File: src/rtl/spi_cfg_if.sv
// Purpose : bundles the two requester command channels, the status strobes and the SPI pins of spi_cfg_master.
// Latency : none; wires only.
// Backpressure: reqN_ready from the master side qualifies each reqN_valid command.
// Ports   : req0_*/req1_* (valid, ready, addr, data) command channels; busy, done, done_id, err status; SCLK, nCS, COPI pins.
// Modports: master = the serializer (spi_cfg_master); slave = the requester/observer side.
interface spi_cfg_if #(
    parameter int ADDR_W = 7,
    parameter int DATA_W = 8
);
    logic              req0_valid;
    logic              req0_ready;
    logic [ADDR_W-1:0] req0_addr;
    logic [DATA_W-1:0] req0_data;
    logic              req1_valid;
    logic              req1_ready;
    logic [ADDR_W-1:0] req1_addr;
    logic [DATA_W-1:0] req1_data;
    logic              busy;
    logic              done;
    logic              done_id;
    logic              err;
    logic              SCLK;
    logic              nCS;
    logic              COPI;

    modport master (
        input  req0_valid, req0_addr, req0_data,
        input  req1_valid, req1_addr, req1_data,
        output req0_ready, req1_ready,
        output busy, done, done_id, err,
        output SCLK, nCS, COPI
    );

    modport slave (
        output req0_valid, req0_addr, req0_data,
        output req1_valid, req1_addr, req1_data,
        input  req0_ready, req1_ready,
        input  busy, done, done_id, err,
        input  SCLK, nCS, COPI
    );
endinterface

File: src/rtl/spi_cfg_master.sv
// Purpose : round-robin arbiter over two write requesters + mode-0 SPI serializer of 16-bit {1'b1, addr, data} frames.
// Latency : nCS falls on the handshake edge; frame lasts CLK_DIV*33 clk, then NCS_GAP clk of gap before the next grant.
// Backpressure: reqN_ready is high only in IDLE for the granted requester; commands wait (valid held) while a frame is in flight.
// Ports   : clk, rst_n (synchronous, active low); bus (spi_cfg_if.master): req0/req1 valid/ready/addr/data,
//           busy, done, done_id, err, SCLK, nCS, COPI (all SPI pins and done/err registered).
// Option  : define SPI_CFG_ADDR_CHK_EN to reject (handshake, no frame, err pulse) commands with addr > MAX_ADDR.
module spi_cfg_master #(
    parameter int CLK_DIV  = 4,
    parameter int NCS_GAP  = 4,
    parameter int ADDR_W   = 7,
    parameter int DATA_W   = 8,
    parameter int MAX_ADDR = 4
) (
    input  logic       clk,
    input  logic       rst_n,
    spi_cfg_if.master  bus
);
    // Frame layout is {write flag, addr, data}; ADDR_W + DATA_W + 1 is expected to be 16.
    localparam int FRAME_W = ADDR_W + DATA_W + 1;

    localparam logic [2:0] S_IDLE  = 3'd0;
    localparam logic [2:0] S_SETUP = 3'd1;
    localparam logic [2:0] S_HI    = 3'd2;
    localparam logic [2:0] S_LO    = 3'd3;
    localparam logic [2:0] S_GAP   = 3'd4;

    localparam logic [7:0] DIV_LAST = 8'(CLK_DIV - 1);
    localparam logic [7:0] GAP_LAST = 8'(NCS_GAP - 1);
    localparam logic [3:0] BIT_LAST = 4'(FRAME_W - 1);

    logic [2:0]         state;
    logic [7:0]         tick_cnt;
    logic [3:0]         bit_cnt;
    logic [FRAME_W-1:0] shreg;
    logic               frame_id;
    logic               rr_ptr;
    logic               sclk_q;
    logic               ncs_q;
    logic               copi_q;
    logic               done_q;
    logic               done_id_q;
    logic               err_q;

    logic               any_vld;
    logic               grant;
    logic               hs;
    logic               tick_last;
    logic               addr_bad;
    logic [ADDR_W-1:0]  gnt_addr;
    logic [DATA_W-1:0]  gnt_data;

    // Arbitration: a lone valid requester wins; on contention the rr pointer decides.
    always_comb begin
        any_vld = bus.req0_valid | bus.req1_valid;
        grant   = 1'b0;
        if (bus.req0_valid && bus.req1_valid)
            grant = rr_ptr;
        else
            grant = bus.req1_valid;
        gnt_addr = grant ? bus.req1_addr : bus.req0_addr;
        gnt_data = grant ? bus.req1_data : bus.req0_data;
    end

    // any_vld guarantees the granted requester is the valid one, so hs is the handshake.
    assign hs             = (state == S_IDLE) && any_vld;
    assign bus.req0_ready = hs && !grant;
    assign bus.req1_ready = hs && grant;
    assign tick_last      = (tick_cnt == DIV_LAST);

`ifdef SPI_CFG_ADDR_CHK_EN
    assign addr_bad = (gnt_addr > ADDR_W'(MAX_ADDR));
`else
    assign addr_bad = 1'b0;
`endif

    always_ff @(posedge clk) begin
        if (!rst_n) begin
            state     <= S_IDLE;
            tick_cnt  <= 8'd0;
            bit_cnt   <= 4'd0;
            shreg     <= '0;
            frame_id  <= 1'b0;
            rr_ptr    <= 1'b0;
            sclk_q    <= 1'b0;
            ncs_q     <= 1'b1;
            copi_q    <= 1'b0;
            done_q    <= 1'b0;
            done_id_q <= 1'b0;
            err_q     <= 1'b0;
        end else begin
            done_q <= 1'b0;
            err_q  <= 1'b0;
            case (state)
                S_IDLE: begin
                    if (hs) begin
                        // Pointer advances even for a rejected command so a bad requester cannot hog the grant.
                        rr_ptr <= ~grant;
                        if (addr_bad) begin
                            err_q <= 1'b1;
                        end else begin
                            state    <= S_SETUP;
                            shreg    <= {1'b1, gnt_addr, gnt_data};
                            frame_id <= grant;
                            ncs_q    <= 1'b0;
                            copi_q   <= 1'b1;
                            tick_cnt <= 8'd0;
                        end
                    end
                end
                S_SETUP: begin
                    if (tick_last) begin
                        state    <= S_HI;
                        sclk_q   <= 1'b1;
                        bit_cnt  <= 4'd0;
                        tick_cnt <= 8'd0;
                    end else begin
                        tick_cnt <= tick_cnt + 8'd1;
                    end
                end
                S_HI: begin
                    if (tick_last) begin
                        // Falling SCLK and the next COPI bit leave on the same edge; target sampled on the rise.
                        state    <= S_LO;
                        sclk_q   <= 1'b0;
                        shreg    <= shreg << 1;
                        copi_q   <= shreg[FRAME_W-2];
                        tick_cnt <= 8'd0;
                    end else begin
                        tick_cnt <= tick_cnt + 8'd1;
                    end
                end
                S_LO: begin
                    if (tick_last) begin
                        tick_cnt <= 8'd0;
                        if (bit_cnt == BIT_LAST) begin
                            // Last LO was the hold phase after bit 0.
                            state     <= S_GAP;
                            ncs_q     <= 1'b1;
                            copi_q    <= 1'b0;
                            done_q    <= 1'b1;
                            done_id_q <= frame_id;
                        end else begin
                            state   <= S_HI;
                            sclk_q  <= 1'b1;
                            bit_cnt <= bit_cnt + 4'd1;
                        end
                    end else begin
                        tick_cnt <= tick_cnt + 8'd1;
                    end
                end
                S_GAP: begin
                    if (tick_cnt == GAP_LAST) begin
                        state    <= S_IDLE;
                        tick_cnt <= 8'd0;
                    end else begin
                        tick_cnt <= tick_cnt + 8'd1;
                    end
                end
                default: begin
                    state    <= S_IDLE;
                    tick_cnt <= 8'd0;
                    sclk_q   <= 1'b0;
                    ncs_q    <= 1'b1;
                    copi_q   <= 1'b0;
                end
            endcase
        end
    end

    assign bus.busy    = (state != S_IDLE);
    assign bus.done    = done_q;
    assign bus.done_id = done_id_q;
    assign bus.err     = err_q;
    assign bus.SCLK    = sclk_q;
    assign bus.nCS     = ncs_q;
    assign bus.COPI    = copi_q;
endmodule

File: src/flat_wrapper.sv
// flat-port wrapper written by rule: the top's interface ports become plain ports
module spi_cfg_master_flat 
#(
    parameter int CLK_DIV  = 4,
    parameter int NCS_GAP  = 4,
    parameter int ADDR_W   = 7,
    parameter int DATA_W   = 8,
    parameter int MAX_ADDR = 4
)
  (clk, rst_n, bus_req0_valid, bus_req0_addr, bus_req0_data, bus_req1_valid, bus_req1_addr, bus_req1_data, bus_req0_ready, bus_req1_ready, bus_busy, bus_done, bus_done_id, bus_err, bus_SCLK, bus_nCS, bus_COPI);
  spi_cfg_if #(.ADDR_W(ADDR_W), .DATA_W(DATA_W)) bus_i ();
  input  logic clk;
  input  logic rst_n;
  input wire logic [$bits(bus_i.req0_valid)-1:0] bus_req0_valid;
  input wire logic [$bits(bus_i.req0_addr)-1:0] bus_req0_addr;
  input wire logic [$bits(bus_i.req0_data)-1:0] bus_req0_data;
  input wire logic [$bits(bus_i.req1_valid)-1:0] bus_req1_valid;
  input wire logic [$bits(bus_i.req1_addr)-1:0] bus_req1_addr;
  input wire logic [$bits(bus_i.req1_data)-1:0] bus_req1_data;
  output wire logic [$bits(bus_i.req0_ready)-1:0] bus_req0_ready;
  output wire logic [$bits(bus_i.req1_ready)-1:0] bus_req1_ready;
  output wire logic [$bits(bus_i.busy)-1:0] bus_busy;
  output wire logic [$bits(bus_i.done)-1:0] bus_done;
  output wire logic [$bits(bus_i.done_id)-1:0] bus_done_id;
  output wire logic [$bits(bus_i.err)-1:0] bus_err;
  output wire logic [$bits(bus_i.SCLK)-1:0] bus_SCLK;
  output wire logic [$bits(bus_i.nCS)-1:0] bus_nCS;
  output wire logic [$bits(bus_i.COPI)-1:0] bus_COPI;
  assign bus_i.req0_valid = bus_req0_valid;
  assign bus_i.req0_addr = bus_req0_addr;
  assign bus_i.req0_data = bus_req0_data;
  assign bus_i.req1_valid = bus_req1_valid;
  assign bus_i.req1_addr = bus_req1_addr;
  assign bus_i.req1_data = bus_req1_data;
  assign bus_req0_ready = bus_i.req0_ready;
  assign bus_req1_ready = bus_i.req1_ready;
  assign bus_busy = bus_i.busy;
  assign bus_done = bus_i.done;
  assign bus_done_id = bus_i.done_id;
  assign bus_err = bus_i.err;
  assign bus_SCLK = bus_i.SCLK;
  assign bus_nCS = bus_i.nCS;
  assign bus_COPI = bus_i.COPI;
  spi_cfg_master #(.CLK_DIV(CLK_DIV), .NCS_GAP(NCS_GAP), .ADDR_W(ADDR_W), .DATA_W(DATA_W), .MAX_ADDR(MAX_ADDR)) u_core (.clk(clk), .rst_n(rst_n), .bus(bus_i));
endmodule
File: config.mk
export PLATFORM = sky130hd
export DESIGN_NAME = spi_cfg_master_flat
export DESIGN_NICKNAME = d
export VERILOG_FILES = /design/src/rtl/spi_cfg_if.sv /design/src/rtl/spi_cfg_master.sv /design/src/flat_wrapper.sv
export SDC_FILE = /design/constraint.sdc
export NUM_CORES = 1
export LEC_CHECK = 0
export ABC_AREA = 1
export CAP_MARGIN = 30
export CORE_AREA = 2 2 65 67
export DETAILED_ROUTE_END_ITERATION = 10
export DIE_AREA = 0 0 67 69
export GPL_TIMING_DRIVEN = 0
export PLACE_DENSITY = 0.81
export SYNTH_ARGS = -nofsm -noshare
export SYNTH_HDL_FRONTEND = slang
export SYNTH_SLANG_ARGS = --single-unit
File: constraint.sdc
create_clock -name clk -period 2.31 [get_ports clk]
set_input_delay 0.462 -clock clk [delete_from_list [all_inputs] [get_ports clk]]
set_output_delay 0.462 -clock clk [all_outputs]
set_load 0.03 [all_outputs]
; Word level (Yosys, flattened, before mapping)
; Index checks and enable logic that the tools add are counted.
[totals]
in_bits = 34
elab_cells = 88
ff_bits = 37
output_inout_bits = 9
[op_classes]
reduce_logical = 22
eq_ne = 13
n_bitwise = 5
add_sub_neg = 2
mux = 35
[ops]
columns = cell, n
row1 = 2-to-1 mux 15 bit, 2
row2 = one-hot mux 15 bit (2 select lines), 1
row3 = 2-to-1 mux 8 bit, 3
row4 = 2-to-1 mux 3 bit, 6
row5 = one-hot mux 8 bit (2 select lines), 1
row6 = one-hot mux 3 bit (5 select lines), 1
row7 = AND reduction 5 bit, 3
row8 = 2-to-1 mux 1 bit, 13
row9 = 2-to-1 mux 4 bit, 3
row10 = "inequality test 2 x 1 -> 1 bit, second input constant", 6
row11 = AND reduction 3 bit, 3
row12 = "adder 8 x 1 -> 8 bit, second input constant", 1
row13 = "equality test 8 x 2 -> 1 bit, second input constant", 1
row14 = one-hot mux 1 bit (4 select lines), 2
row15 = one-hot mux 4 bit (2 select lines), 1
row16 = AND reduction 4 bit, 2
row17 = 2-to-1 mux 7 bit, 1
row18 = "equality test 3 x 2 -> 1 bit, second input constant", 2
row19 = "adder 4 x 1 -> 4 bit, second input constant", 1
row20 = "equality test 4 bit, second input constant", 1
row21 = logical AND 1 bit, 4
row22 = inverter 1 bit, 4
row23 = nonzero test 2 bit, 2
row24 = OR reduction 2 bit, 2
row25 = other kinds (11), 11

; Logic depth before layout (Yosys ltp)
[logic_depth]
ltp_word = 5
mapped_depth = 10
depth_no_buf = 9

; Least setup slack after synthesis
; No wires, ideal clock.
[synth_timing]
kind = input-to-output
start = input bus_req0_valid
end = output bus_req0_ready
slack_ns = 0.504
path_buffers = 1
cell_stages = 5
t_required_ns = 1.848
arrival_ns = 1.344
path_cell_list = nand2_1 nand2_2 inv_1 buf_2 nor2_1
[synth_between]
elab_chain_len = 4
elab_cells_between_ends = 6
classes_between = 1 x mux / 1 x bitwise / 4 x reduce/logical
[synth_rtl]
columns = item, line
row1 = from (decl), flat_wrapper.sv:14  ; input wire logic [$bits(bus_i.req0_valid)-1:0] bus_req0_valid;
row2 = logical AND 1 bit, spi_cfg_master.sv:56  ; if (bus.req0_valid && bus.req1_valid)
row3 = 2-to-1 mux 1 bit, spi_cfg_master.sv:56
row4 = zero test 1 bit, spi_cfg_master.sv:66  ; assign bus.req0_ready = hs && !grant;
row5 = logical AND 1 bit *, spi_cfg_master.sv:66
row6 = to (decl), flat_wrapper.sv:20  ; output wire logic [$bits(bus_i.req0_ready)-1:0] bus_req0_ready;
; Mark *: on every way between the ends. The rest lies on a longest branch, timed or not.

; Worst setup path in the final report
[layout_timing]
start = input bus_req0_valid
end = output bus_req1_ready
[layout_between]
elab_chain_len = 3
elab_cells_between_ends = 5
classes_between = 1 x mux / 1 x bitwise / 3 x reduce/logical
[layout_rtl]
columns = item, line
row1 = OR 1 bit / logical AND 1 bit (equally long branches), "spi_cfg_master.sv:54, spi_cfg_master.sv:56"
row2 = logical AND 1 bit / 2-to-1 mux 1 bit (equally long branches), "spi_cfg_master.sv:65, spi_cfg_master.sv:56"
row3 = logical AND 1 bit *, spi_cfg_master.sv:67  ; assign bus.req1_ready = hs && grant;
row4 = to (decl), flat_wrapper.sv:21  ; output wire logic [$bits(bus_i.req1_ready)-1:0] bus_req1_ready;
; Marks and branches as above.

==> impl_metrics.env <==
export IMPL_setup_slack_ps=134.8
export IMPL_viasPerCell=5.176
export IMPL_htree_levels=2
export IMPL_syn_avg_cell_area_um2=6.901
export IMPL_cts_buffers=5
export IMPL_nets=376
export IMPL_slew_viol_final=0
export IMPL_fin_setup_tns_ps=0
export IMPL_clkPwrFrac=0.183
export IMPL_r2r_setup_slack_ps=660
export IMPL_cp_required_ps=1850
export IMPL_die_y_um=69
export IMPL_crit_path_end="bus_req1_ready"
export IMPL_boundaryPins=43
export IMPL_yosysUniqueCellTypes=31
export IMPL_fin_skew_ps=6.050
export IMPL_grt_pass1_wl_um=8155
export IMPL_areaGrowthSynthToFinish_pct=28.47
export IMPL_cp_data_arrival_time_ps=1710
export IMPL_path_class="input port to primary output"
export IMPL_rsz0062_at_grt="false"
export IMPL_port_buffers=41
export IMPL_endpoint_kind="primary output"
export IMPL_overflow=0
export IMPL_seqPwrFrac=0.340
export IMPL_yosysWarnings=0
export IMPL_synth_seq_area_share=0.3663
export IMPL_startpoint="bus_req0_valid"
export IMPL_grt_util_all_layers=0.2233
export IMPL_hold_buffers=0
export IMPL_wirelength_um=4705
export IMPL_synth_cells=293
export IMPL_dieArea_um2=4623
export IMPL_r2r_cells=8
export IMPL_drive_gt1_frac=0.1466
export IMPL_cap_violations=0
export IMPL_outcome="finished clean"
export IMPL_max_clock_freq_mhz=459.7
export IMPL_drt_iter0_drc=118
export IMPL_cts_clk_slew_worst_paths_ps=70
export IMPL_clk_latency_ps=300
export IMPL_grt_max_degree=12
export IMPL_ys_seq_elements=37
export IMPL_period_share=0.9416
export IMPL_drc=0
export IMPL_leakagePower_nw=1.118
export IMPL_max_vdd_ir_drop_mv=0.4768
export IMPL_cp_start_kind="input port"
export IMPL_gp_congestion=0.8999
export IMPL_cts_tree="built"
export IMPL_reg2reg_from="u_core.tick_cnt[0]"
export IMPL_p_switching_mw=1.172
export IMPL_synth_largest_area_cell="dfxtp_1"
export IMPL_synth_top_area_frac=0.3663
export IMPL_cts_sinks=37
export IMPL_initial_core_util=0.5166
export IMPL_routedWlPerCell_um=12.03
export IMPL_dp_slack_ps=-603.0
export IMPL_clockBufferDepth=2
export IMPL_drt_pass1_iterations=4
export IMPL_n_antenna_cell=0
export IMPL_grt_pass1_vias=1909
export IMPL_via_count=2024
export IMPL_whs_ps=465.8
export IMPL_finalSetupViolCount=0
export IMPL_syn_num_nets=329
export IMPL_r2r_end="u_core.bus.COPI"
export IMPL_core_um2=3914
export IMPL_power_frac_comb=0.477
export IMPL_power_density_nw_per_um2=1066
export IMPL_cp_max_fo=10
export IMPL_period_minus_slack_ps=2175
export IMPL_internal_power_mw=1.597
export IMPL_clockRootBuffer="clkbuf_8"
export IMPL_synth_area_leaders="dfxtp_1 37%, nand2_1 12%, a21oi_1 7.7%, nand3_1 5.9%, nor2_1 4.8%"
export IMPL_hold_viol_final=0
export IMPL_min_path_type="flip-flop to flip-flop"
export IMPL_p_sw_frac=0.4232
export IMPL_dp_hpwl_um=3631
export IMPL_row_count=23
export IMPL_ant_nets=0
export IMPL_dieWidth_um=67
export IMPL_antenna_found_initial=0
export IMPL_syn_area_um2=2022
==> per-stage QoR <==
| step | instances | util | power [mW] | area, µm² |
|---|---|---|---|---|
| after CTS | 392 | 0.6637 | 2.775 | 2597 |
| final | 391 | 0.6637 | 2.768 | 2597 |
| after floorplan | 293 | - | 1.896 | 2022 |
| after detailed placement | 384 | 0.6375 | 2.265 | 2495 |
| after global placement | 384 | 0.6375 | 2.234 | 2495 |
| after global routing | 391 | 0.6637 | 2.986 | 2597 |
==> worst min-delay path by stage <==
| stage | start | to | slack [ps] | cells after the start |
|---|---|---|---|---|
| floorplan | u_core.frame_id | u_core.frame_id | 440 | 2 |
| global placement | u_core.bus.nCS | u_core.bus.nCS | 450 | 2 |
| detailed placement | u_core.bit_cnt[1] | u_core.bit_cnt[1] | 460 | 2 |
| CTS | u_core.bit_cnt[1] | u_core.bit_cnt[1] | 470 | 2 |
| global route | u_core.frame_id | u_core.frame_id | 500 | 2 |
| finish | u_core.bit_cnt[1] | u_core.bit_cnt[1] | 470 | 2 |
==> cell families (layout without fill, tap and decap cells) <==
logic type / Yosys count / count (layout) / share of synthesized area
AND/OR/NAND/NOR: 139 / 139 / 0.3286
AO/OA/AOI/OAI: 72 / 72 / 0.1894
buffers and inverters: 40 / 88 / 0.09282
flip-flops: 37 / 37 / 0.3663
adder cells (fa/ha/maj): 2 / 2 / 0.01237
XOR/XNOR: 2 / 2 / 0.008665
other: 1 / 1 / 0.001855
==> worst max-delay path: stages <==
cell	delay (ps)
clkdlybuf4s50_1	460
nand2_1	140
nand2_4	90
clkbuf_2	210
nor2_2	140
clkbuf_4	200
==> timing repair <==
| item | 4_1_cts | 5_1_grt |
|---|---|---|
| pin swaps | 0 | 0 |
| setup endpoints to repair | 2 | 2 |
| gates resized for setup | 15 | 2 |
| buffers inserted | 0 | 0 |
==> synth_stat cells <==
cell type / n
buf_6: 3
nor3_2: 3
nor2_2: 1
buf_4: 3
nor2_4: 3
a21oi_1: 31
buf_2: 3
dfxtp_1: 37
or2_1: 1
o211ai_1: 1
nand2_4: 3
a211oi_2: 1
a21oi_2: 1
inv_1: 21
nand3_1: 24
nand2_2: 4
or2_2: 1
nor2_1: 26
nor3_1: 3
ha_1: 2
conb_1: 1
inv_2: 7
clkbuf_1: 3
o21ai_1: 17
a31oi_1: 1
nand4_1: 6
xor2_1: 2
o21ai_2: 2
nand3_2: 2
o21ai_0: 18
nand2_1: 62
==> state kept, by name, summed over array words and instances, names as in the netlist <==
signal              cells
u_core.bus.SCLK         1
u_core.bus.done         1
u_core.shreg           15
u_core.state            3
u_core.bus.done_id      1
u_core.rr_ptr           1
u_core.bit_cnt          4
u_core.bus.nCS          1
u_core.tick_cnt         8
u_core.frame_id         1
u_core.bus.COPI         1
==> power groups by stage <==
stage | combinational [mW] | clock [mW] | sequential (mW)
floorplan | 0.923 | 0 | 0.973
global placement | 1.29 | 0 | 0.949
detailed placement | 1.31 | 0 | 0.953
CTS | 1.32 | 0.519 | 0.940
global route | 1.46 | 0.554 | 0.967
finish | 1.32 | 0.505 | 0.942
==> cells in the final DEF, fill, tap and decap left out, drive strengths merged <==
cell           count
xor2               2
or2                2
conb               1
dfxtp             37
inv               28
ha                 2
a31oi              1
nor2              30
nor3               6
o21ai             37
clkinv             1
clkbuf            11
o211ai             1
nand2             69
a211oi             1
clkdlybuf4s50     39
a21oi             32
nand3             26
buf                9
nand4              6
==> cell type report <==
type | count | area [µm²]
plain buffers | 11 | 78.83
repair buffers | 41 | 405.4
well taps | 50 | 62.56
multi-input cells | 216 | 1104
clock inverters | 1 | 5.005
flip-flops and latches | 37 | 740.7
clock buffers | 7 | 96.34
fillers | 364 | 1316
inverters | 28 | 105.1
==> metal layers <==
layer	track usage	vias to the layer above	wire length [µm]
li1	-	1064	-
met2	0.3927	49	2383
met4	0.05896	0	38
met5	0	-	0
met3	0.06036	4	198
met1	0.2602	907	2084
Power figures use the tool's default switching activity.
